[src/rtl/ccff_pkg.sv]
// ccff_pkg: loader state encoding, byte width and bit-order helper
package ccff_pkg;
  localparam int BYTE_W = 8;
  typedef enum logic [1:0] {IDLE, FETCH, SHIFT, DONE} state_t;
  function automatic logic [BYTE_W-1:0] rev_byte(input logic [BYTE_W-1:0] b);
    return {<<{b}};
  endfunction
endpackage

[src/rtl/ccff_loader_if.sv]
// ccff_loader_if: host byte stream, chain serial port and status of the configuration loader
//   master: host/fabric side (start, verify, din, din_valid, ccff_tail)
//   slave:  loader side (din_ready, ccff_head, ccff_shift_en, busy, done, err, fabric_reset)
interface ccff_loader_if;
  import ccff_pkg::*;
  logic start;
  logic verify;
  logic [BYTE_W-1:0] din;
  logic din_valid;
  logic din_ready;
  logic ccff_head;
  logic ccff_shift_en;
  logic ccff_tail;
  logic busy;
  logic done;
  logic err;
  logic fabric_reset;
  modport master (
    output start, verify, din, din_valid, ccff_tail,
    input  din_ready, ccff_head, ccff_shift_en, busy, done, err, fabric_reset
  );
  modport slave (
    input  start, verify, din, din_valid, ccff_tail,
    output din_ready, ccff_head, ccff_shift_en, busy, done, err, fabric_reset
  );
endinterface

[src/rtl/ccff_loader.sv]
// ccff_loader: serialises a host byte stream into the fabric configuration chain
//   prog_clk, prog_reset: programming clock, synchronous active-high reset
//   bus (slave): start/verify control, din/din_valid/din_ready handshake,
//                ccff_head/ccff_shift_en/ccff_tail chain port, busy/done/err/fabric_reset status
module ccff_loader
  import ccff_pkg::*;
#(
  parameter int CHAIN_LEN = 512,
  parameter bit LSB_FIRST = 1'b1
) (
  input logic prog_clk,
  input logic prog_reset,
  ccff_loader_if.slave bus
);
  localparam int CW = $clog2(CHAIN_LEN + 1);
  localparam int IW = $clog2(BYTE_W);
  state_t r_state;
  logic [CW-1:0] r_cnt;
  logic [BYTE_W-1:0] r_sr;
  logic [IW-1:0] r_idx;
  logic r_verify;
  logic r_ready;
  logic r_head;
  logic r_shift;
  logic r_busy;
  logic r_done;
  logic r_err;
  logic r_fres;
  logic [BYTE_W-1:0] w_byte;
  logic w_err;
  logic w_last;
  // r_sr always holds the not-yet-shifted bits with the next one at bit 0
  assign w_byte = LSB_FIRST ? bus.din : rev_byte(bus.din);
  // the chain delay equals CHAIN_LEN, so the tail carries the previous load's bit for this shift
  assign w_err = r_err | (r_verify & (bus.ccff_tail ^ r_head));
  assign w_last = r_cnt == CW'(CHAIN_LEN - 1);
  assign bus.din_ready = r_ready;
  assign bus.ccff_head = r_head;
  assign bus.ccff_shift_en = r_shift;
  assign bus.busy = r_busy;
  assign bus.done = r_done;
  assign bus.err = r_err;
  assign bus.fabric_reset = r_fres;
  always_ff @(posedge prog_clk) begin
    if (prog_reset) begin
      r_state <= IDLE;
      r_cnt <= '0;
      r_sr <= '0;
      r_idx <= '0;
      r_verify <= 1'b0;
      r_ready <= 1'b0;
      r_head <= 1'b0;
      r_shift <= 1'b0;
      r_busy <= 1'b0;
      r_done <= 1'b0;
      r_err <= 1'b0;
      r_fres <= 1'b1;
    end else begin
      case (r_state)
        IDLE, DONE: if (bus.start) begin
          r_state <= FETCH;
          r_verify <= bus.verify;
          r_cnt <= '0;
          r_done <= 1'b0;
          r_err <= 1'b0;
          r_fres <= 1'b1;
          r_busy <= 1'b1;
          r_ready <= 1'b1;
        end
        FETCH: if (bus.din_valid) begin
          r_state <= SHIFT;
          r_sr <= w_byte;
          r_idx <= '0;
          r_head <= w_byte[0];
          r_shift <= 1'b1;
          r_ready <= 1'b0;
        end
        SHIFT: begin
          r_cnt <= r_cnt + CW'(1);
          r_idx <= r_idx + IW'(1);
          r_err <= w_err;
          r_sr <= r_sr >> 1;
          r_head <= r_sr[1];
          if (w_last) begin
            r_state <= DONE;
            r_shift <= 1'b0;
            r_head <= 1'b0;
            r_busy <= 1'b0;
            r_done <= 1'b1;
            r_fres <= w_err;
          end else if (r_idx == IW'(BYTE_W - 1)) begin
            r_state <= FETCH;
            r_shift <= 1'b0;
            r_head <= 1'b0;
            r_ready <= 1'b1;
          end
        end
        default: r_state <= IDLE;
      endcase
    end
  end
endmodule

[src/flat_wrapper.sv]
// flat-port wrapper written by rule: the top's interface ports become plain ports
module ccff_loader_flat import ccff_pkg::*;
#(
  parameter int CHAIN_LEN = 512,
  parameter bit LSB_FIRST = 1'b1
)
  (prog_clk, prog_reset, bus_start, bus_verify, bus_din, bus_din_valid, bus_ccff_tail, bus_din_ready, bus_ccff_head, bus_ccff_shift_en, bus_busy, bus_done, bus_err, bus_fabric_reset);
  ccff_loader_if bus_i ();
  input logic prog_clk;
  input logic prog_reset;
  input wire logic [$bits(bus_i.start)-1:0] bus_start;
  input wire logic [$bits(bus_i.verify)-1:0] bus_verify;
  input wire logic [$bits(bus_i.din)-1:0] bus_din;
  input wire logic [$bits(bus_i.din_valid)-1:0] bus_din_valid;
  input wire logic [$bits(bus_i.ccff_tail)-1:0] bus_ccff_tail;
  output wire logic [$bits(bus_i.din_ready)-1:0] bus_din_ready;
  output wire logic [$bits(bus_i.ccff_head)-1:0] bus_ccff_head;
  output wire logic [$bits(bus_i.ccff_shift_en)-1:0] bus_ccff_shift_en;
  output wire logic [$bits(bus_i.busy)-1:0] bus_busy;
  output wire logic [$bits(bus_i.done)-1:0] bus_done;
  output wire logic [$bits(bus_i.err)-1:0] bus_err;
  output wire logic [$bits(bus_i.fabric_reset)-1:0] bus_fabric_reset;
  assign bus_i.start = bus_start;
  assign bus_i.verify = bus_verify;
  assign bus_i.din = bus_din;
  assign bus_i.din_valid = bus_din_valid;
  assign bus_i.ccff_tail = bus_ccff_tail;
  assign bus_din_ready = bus_i.din_ready;
  assign bus_ccff_head = bus_i.ccff_head;
  assign bus_ccff_shift_en = bus_i.ccff_shift_en;
  assign bus_busy = bus_i.busy;
  assign bus_done = bus_i.done;
  assign bus_err = bus_i.err;
  assign bus_fabric_reset = bus_i.fabric_reset;
  ccff_loader #(.CHAIN_LEN(CHAIN_LEN), .LSB_FIRST(LSB_FIRST)) u_core (.prog_clk(prog_clk), .prog_reset(prog_reset), .bus(bus_i));
endmodule
[config.mk]
export PLATFORM = sky130hd
export DESIGN_NAME = ccff_loader_flat
export DESIGN_NICKNAME = d
export VERILOG_FILES = /design/src/rtl/ccff_pkg.sv /design/src/rtl/ccff_loader_if.sv /design/src/rtl/ccff_loader.sv /design/src/flat_wrapper.sv
export SDC_FILE = /design/constraint.sdc
export NUM_CORES = 1
export LEC_CHECK = 0
export ABC_AREA = 1
export BUFFER_PORTS_ARGS = -buffer_cell sky130_fd_sc_hd__buf_2
export CELL_PAD_IN_SITES_DETAIL_PLACEMENT = 2
export CELL_PAD_IN_SITES_GLOBAL_PLACEMENT = 2
export CORE_MARGIN = 3
export CORE_UTILIZATION = 28
export CTS_CLUSTER_DIAMETER = 30
export CTS_CLUSTER_SIZE = 8
export DETAILED_ROUTE_END_ITERATION = 12
export PLACE_DENSITY_LB_ADDON = 0.1
export SYNTH_ARGS = -nofsm -noshare
export SYNTH_HDL_FRONTEND = slang
export SYNTH_SLANG_ARGS = --single-unit
[constraint.sdc]
create_clock -name prog_clk -period 1.5 [get_ports prog_clk]
set_input_delay 0.3 -clock prog_clk [delete_from_list [all_inputs] [get_ports prog_clk]]
set_output_delay 0.3 -clock prog_clk [all_outputs]
set_load 0.01 [all_outputs]
After elaboration in Yosys (flattened, before gate mapping)
Index checks and enable logic that the tools add are counted.
Storage, ports and cells
  register bits after elaboration: 31
  output and inout bits: 7
  word-level logic and storage cells: 71
  input bits: 14
Operators by class
  reductions and logical operators: 11
  $add $sub $neg: 2
  muxes and demuxes: 32
  equal/unequal tests: 11
  bitwise logic cells: 3
Operators with widths (count)
  10-bit one-hot mux with 2 select lines: 1
  8-bit one-hot mux with 2 select lines: 1
  1-bit 2-to-1 mux: 14
  1-bit one-hot mux with 2 select lines: 6
  10-bit by 1-bit adder with 10-bit output (second input constant): 1
  10-bit by 9-bit equality test with 1-bit output (second input constant): 1
  10-bit 2-to-1 mux: 1
  3-bit AND reduction: 3
  2-bit 2-to-1 mux: 4
  8-bit 2-to-1 mux: 1
  2-bit != test (second input constant): 3
  2-bit one-hot mux with 3 select lines: 1
  3-bit one-hot mux with 2 select lines: 1
  2-bit AND reduction: 3
  2-bit equality test (second input constant): 2
  2-bit by 1-bit != test with 1-bit output (second input constant): 2
  4-bit AND reduction: 1
  2-bit nonzero test: 2
  3-bit by 1-bit adder with 3-bit output (second input constant): 1
  3-bit equality test (second input constant): 1
  3-bit 2-to-1 mux: 1
  3-bit by 1-bit != test with 1-bit output (second input constant): 1
  1-bit one-hot mux with 3 select lines: 1
  2-bit by 1-bit equality test with 1-bit output (second input constant): 1
  5 further kinds: 5

Logic depth before layout (Yosys ltp)
  depth after elaboration: 5
  gate-level depth with buffers: 10
  depth with buffers taken out: 10

Worst setup path before layout
No wires, ideal clock.
  path kind: reg2reg
  start point: register u_core.r_state[0]
  end point: register u_core.r_cnt[9]
  cell stages (with the launch flop): 9
  library setup time: 115 ps
  arrival time: 1398 ps
  data required time: 1385 ps
  buffers on the path: 0
  slack: -13 ps
  clock period less this slack: 1513 ps
  cell sequence: dfxtp_1 > inv_1 > ha_1 > o21ai_4 > nand3_1 > nor2_1 > nand3_1 > nand2_1 > nor2_1
On the way
  longest elaborated chain between the ends: 4
  elaborated cells between the ends (all ways): 8
  those cells by class: eq/ne (3); mux (1); reduce/logical (4)
Ends and longest elaborated chain
  start, declared: line ccff_loader.sv:17  | state_t r_state;
  start signal, assigned: line ccff_loader.sv:46  | r_state <= IDLE;
  start signal, assigned: line ccff_loader.sv:61  | r_state <= FETCH;
  start signal, assigned: line ccff_loader.sv:71  | r_state <= SHIFT;
  2-bit equality test / 2-bit zero test (equally long branches): line ccff_loader.sv:59  | case (r_state)
  2-bit OR reduction: line ccff_loader.sv:59
  2-bit != test (no line) / 2-bit nonzero test (equally long branches)
  2-bit AND reduction (no line)
  end signal, assigned: line ccff_loader.sv:79  | r_cnt <= r_cnt + CW'(1);
  end, declared: line ccff_loader.sv:18  | logic [CW-1:0] r_cnt;
Several ways; a longest one is shown, not always the timed one.
A chain may end at the register's enable or synchronous reset.

Final worst setup path
  start point: register u_core.r_state[0]
  end point: register u_core.r_cnt[7]
The elaborated chain is that of the path after synthesis.

==> impl_metrics.xml <==
<?xml version="1.0" encoding="UTF-8"?>
<metrics>
  <group name="hold_path">
    <metric name="holdCritStartpoint" unit="">bus_din[7]</metric>
    <metric name="hold_end" unit="">u_core.r_sr[7]$_SDFFE_PP0P_</metric>
    <metric name="hold_path_class" unit="">in -&gt; reg</metric>
    <metric name="whs_path_depth" unit="">3</metric>
  </group>
  <group name="detailed_routing">
    <metric name="drcViolationCount" unit="">0</metric>
    <metric name="first_iter_violations" unit="">30</metric>
    <metric name="ant_nets" unit="">0</metric>
    <metric name="sum_of_routed_wire_length_over_all_layers" unit="mm">5.220</metric>
    <metric name="avgViaCountPerCell" unit="">4.884</metric>
    <metric name="wl_per_cell" unit="µm">16.42</metric>
    <metric name="dr_total_vias" unit="">1553</metric>
    <metric name="detailedRoute.firstPassIterationCount" unit="">4</metric>
  </group>
  <group name="clock_network">
    <metric name="cts.clk_slew.worst_paths" unit="ps">70</metric>
    <metric name="cts_buffer_depth" unit="">2</metric>
    <metric name="cts_tree" unit="">built</metric>
    <metric name="clk_root_buffer_cell" unit="">clkbuf_8</metric>
    <metric name="cts_hold_buffers" unit="">0</metric>
    <metric name="tritoncts_sinks" unit="">30</metric>
    <metric name="clock_latency" unit="ps">280</metric>
    <metric name="htreeDepth" unit="">2</metric>
    <metric name="tritoncts.num_buffers" unit="">5</metric>
  </group>
  <group name="yosys">
    <metric name="synth_most_common_cell" unit="">nand2_1</metric>
    <metric name="synth.top_cell.area_share" unit="%">42.07</metric>
    <metric name="syn_nets" unit="">225</metric>
    <metric name="synth.avg_cell_area" unit="µm²">6.964</metric>
    <metric name="synthTopCellsByArea" unit="">dfxtp_1 42%, nand2_1 14%, a21oi_1 6.7%</metric>
    <metric name="seq_area_frac_synth" unit="%">42.07</metric>
    <metric name="post_syn_instances" unit="">205</metric>
    <metric name="netlist.top_cell.by_area" unit="">dfxtp_1</metric>
    <metric name="yosys.cell_types.count" unit="">21</metric>
    <metric name="synth.yosys.warnings" unit="">0</metric>
    <metric name="synth_ff_type" unit="">dfxtp_1</metric>
    <metric name="postSynthRegisterBits" unit="">30</metric>
    <metric name="synth_enable_flop_cells" unit="">0</metric>
    <metric name="post_synthesis_instance_area" unit="µm²">1428</metric>
    <metric name="synthArstFlopShare" unit="%">0</metric>
    <metric name="ys_top_cells_by_count" unit="">53 x nand2_1, 30 x dfxtp_1, 25 x nor2_1, 23 x inv_1, 19 x a21oi_1</metric>
  </group>
  <group name="global_routing">
    <metric name="first_pass_grt_wire_length" unit="mm">7.935</metric>
    <metric name="vias_in_the_first_global_route" unit="">1749</metric>
    <metric name="grt_antenna_before_repair" unit="">0</metric>
    <metric name="largest_net_degree_at_the_start_of_global_routing" unit="">13</metric>
    <metric name="groute.usage.overall" unit="%">16.68</metric>
    <metric name="global_route.overflow_total" unit="">0</metric>
  </group>
  <group name="final_layout">
    <metric name="share_of_final_layout_standard_cells_stronger_than_drive_strength_1" unit="%">37.45</metric>
    <metric name="nNetsFinal" unit="">271</metric>
    <metric name="stdcell_count" unit="">318</metric>
    <metric name="synthToLayoutAreaGrowth" unit="%">41.10</metric>
    <metric name="antenna_diode_instance_count" unit="">0</metric>
  </group>
  <group name="power_and_ir_drop">
    <metric name="leakagePower" unit="nW">0.8570</metric>
    <metric name="total_power_draw" unit="W">0.002732</metric>
    <metric name="powerDensity" unit="nW/µm²">1356</metric>
    <metric name="irDropWorstVdd" unit="µV">560.0</metric>
  </group>
  <group name="timing">
    <metric name="setup_viol" unit="">2</metric>
    <metric name="timing.max_slew.rel_slack" unit="%">79.34</metric>
    <metric name="fin_tns_setup" unit="ps">-33.75</metric>
    <metric name="clock-skew-final" unit="ps">3.659</metric>
    <metric name="worst_slew_pin_slew" unit="ps">308.8</metric>
    <metric name="rsz0062_at_grt" unit="">true</metric>
    <metric name="final.hold.worst_slack" unit="ps">280.0</metric>
    <metric name="timing.final.hold_violations" unit="">0</metric>
    <metric name="maxClockFrequency" unit="GHz">0.6575</metric>
    <metric name="maxSlewViolCount" unit="">0</metric>
    <metric name="finalCritPeriodShare" unit="%">101.4</metric>
    <metric name="min_period" unit="ps">1521</metric>
    <metric name="worst_slack" unit="ps">-20.82</metric>
  </group>
  <group name="die">
    <metric name="dieHeight" unit="µm">77.41</metric>
    <metric name="row_count" unit="">25</metric>
    <metric name="number_of_i_o_pins" unit="">21</metric>
    <metric name="floorplan.die_area" unit="µm²">5992</metric>
    <metric name="core-area" unit="µm²">4817</metric>
    <metric name="start_util" unit="%">29.64</metric>
    <metric name="chipWidth" unit="µm">77.41</metric>
  </group>
  <group name="worst_setup_path">
    <metric name="rr_worst_depth" unit="">7</metric>
    <metric name="cp.arrival" unit="ps">1720</metric>
    <metric name="startpoint_type" unit="">register</metric>
    <metric name="timing.critical_path.fanout_max" unit="">7</metric>
    <metric name="critPathCaptureType" unit="">register</metric>
    <metric name="worst_ep_required_time" unit="ps">1700</metric>
    <metric name="r2r_setup_slack" unit="ps">-20</metric>
    <metric name="r2r_start" unit="">u_core.r_state[0]$_SDFFE_PP0P_</metric>
    <metric name="worst_r2r_endpoint" unit="">u_core.r_cnt[7]$_SDFFE_PP0P_</metric>
    <metric name="crit_type" unit="">reg -&gt; reg</metric>
  </group>
  <group name="placed_design">
    <metric name="place_worst_setup_slack" unit="ps">-131.0</metric>
    <metric name="placed_cells_incl_taps" unit="">304</metric>
    <metric name="detailedPlacementHpwl" unit="mm">3.571</metric>
    <metric name="io_buffer_count" unit="">20</metric>
    <metric name="place.gp.congestion" unit="">0.8176</metric>
  </group>
  <group name="outcome">
    <metric name="failed_checks" unit="">negative setup slack</metric>
    <metric name="status" unit="">finished with violations</metric>
  </group>
  <group name="run">
    <metric name="timing.max_cap.violations" unit="">0</metric>
  </group>
</metrics>
-- metrics by stage --
stage | utilization (%) | cell area [µm²]
3_3_place_gp | 35.69 | 1719
6_report | 41.82 | 2014
5_1_grt | 41.82 | 2014
3_5_place_dp | 35.69 | 1719
4_1_cts | 39.35 | 1896
2_1_floorplan | - | 1428
-- worst max path at each step --
stage / start / end / slack, ps / cells after the start
after CTS: u_core.r_state[0]$_SDFFE_PP0P_ / u_core.r_sr[2]$_SDFFE_PP0P_ / 0.4 / 8
final: u_core.r_state[0]$_SDFFE_PP0P_ / u_core.r_cnt[7]$_SDFFE_PP0P_ / -20 / 7
after floorplan: u_core.r_state[0]$_SDFFE_PP0P_ / u_core.r_cnt[9]$_SDFFE_PP0P_ / 10 / 8
after global placement: u_core.r_state[0]$_SDFFE_PP0P_ / u_core.r_state[1]$_SDFFE_PP0P_ / -50 / 9
after global routing: u_core.r_state[0]$_SDFFE_PP0P_ / u_core.r_cnt[7]$_SDFFE_PP0P_ / -100 / 8
after detailed placement: u_core.r_state[0]$_SDFFE_PP0P_ / u_core.r_state[1]$_SDFFE_PP0P_ / -130 / 9
-- report_power, final --
| group | switching [W] | total [W] | internal [W] |
|---|---|---|---|
| clock | 0.000321 | 0.000632 | 0.000311 |
| combinational | 0.000603 | 0.00109 | 0.000483 |
| sequential | 0.0000839 | 0.00101 | 0.000930 |
-- worst max-delay path, cell delays in order (launching register included) --
cell     delay [ps]
dfxtp_2         350
inv_2            60
ha_4            240
o21ai_4         300
nand2_2         130
nor2_2          130
a21oi_1          90
nor3_1          150
-- cell usage in the layout (no fill, tap or decap), types with 3 or more instances in the layout --
master	n
dfxtp_1	28
a31oi_1	6
buf_2	20
a21oi_2	3
buf_4	22
nand3_2	3
inv_1	17
nor2_4	5
nand2_2	8
nor2_1	15
clkbuf_8	5
o21ai_0	9
ha_1	3
a21oi_1	16
inv_2	7
nand2_1	46
nor2_2	5
nand3_1	8
nand4_1	3
-- layer usage --
metal	part of all wire [%]	global-route usage [%]	wire length, µm	up-vias
li1	-	-	-	753
met1	41	16.61	2134	771
met2	55	32.90	2854	20
met3	2.5	3.828	132	9
met4	1.9	6.406	99	0
met5	0	0	0	-
-- state kept, by name, summed over array words and instances (netlist names) --
| name | cells |
|---|---|
| u_core.bus.ccff_head | 1 |
| u_core.bus.din_ready | 1 |
| u_core.bus.ccff_shift_en | 1 |
| u_core.bus.err | 1 |
| u_core.bus.fabric_reset | 1 |
| u_core.bus.done | 1 |
| u_core.r_cnt | 10 |
| u_core.bus.busy | 1 |
| u_core.r_idx | 3 |
| u_core.r_verify | 1 |
| u_core.r_sr | 7 |
| u_core.r_state | 2 |
-- cell type report --
| cell class | instances | area, µm² |
|---|---|---|
| clock buffers | 5 | 68.82 |
| well taps | 67 | 83.83 |
| flip-flops and latches | 30 | 603.1 |
| clock inverters | 2 | 10.01 |
| repair buffers | 44 | 287.8 |
| fillers | 591 | 2803 |
| multi-input cells | 146 | 870.8 |
| inverters | 24 | 90.09 |
-- kinds of logic after synthesis --
group / share of synthesized area [%]
flops: 42.07
simple gates: 29.01
buf+inv: 7.711
fa+ha+maj: 5.258
compound gates: 15.95
-- timing repair --
item                       in CTS  in global routing
setup endpoints to repair      25                 23
setup buffers                   3                  3
gates cloned                    1                  0
gates resized for setup        20                 32
pin swaps                       3                  5
Power figures use the tool's default switching activity.
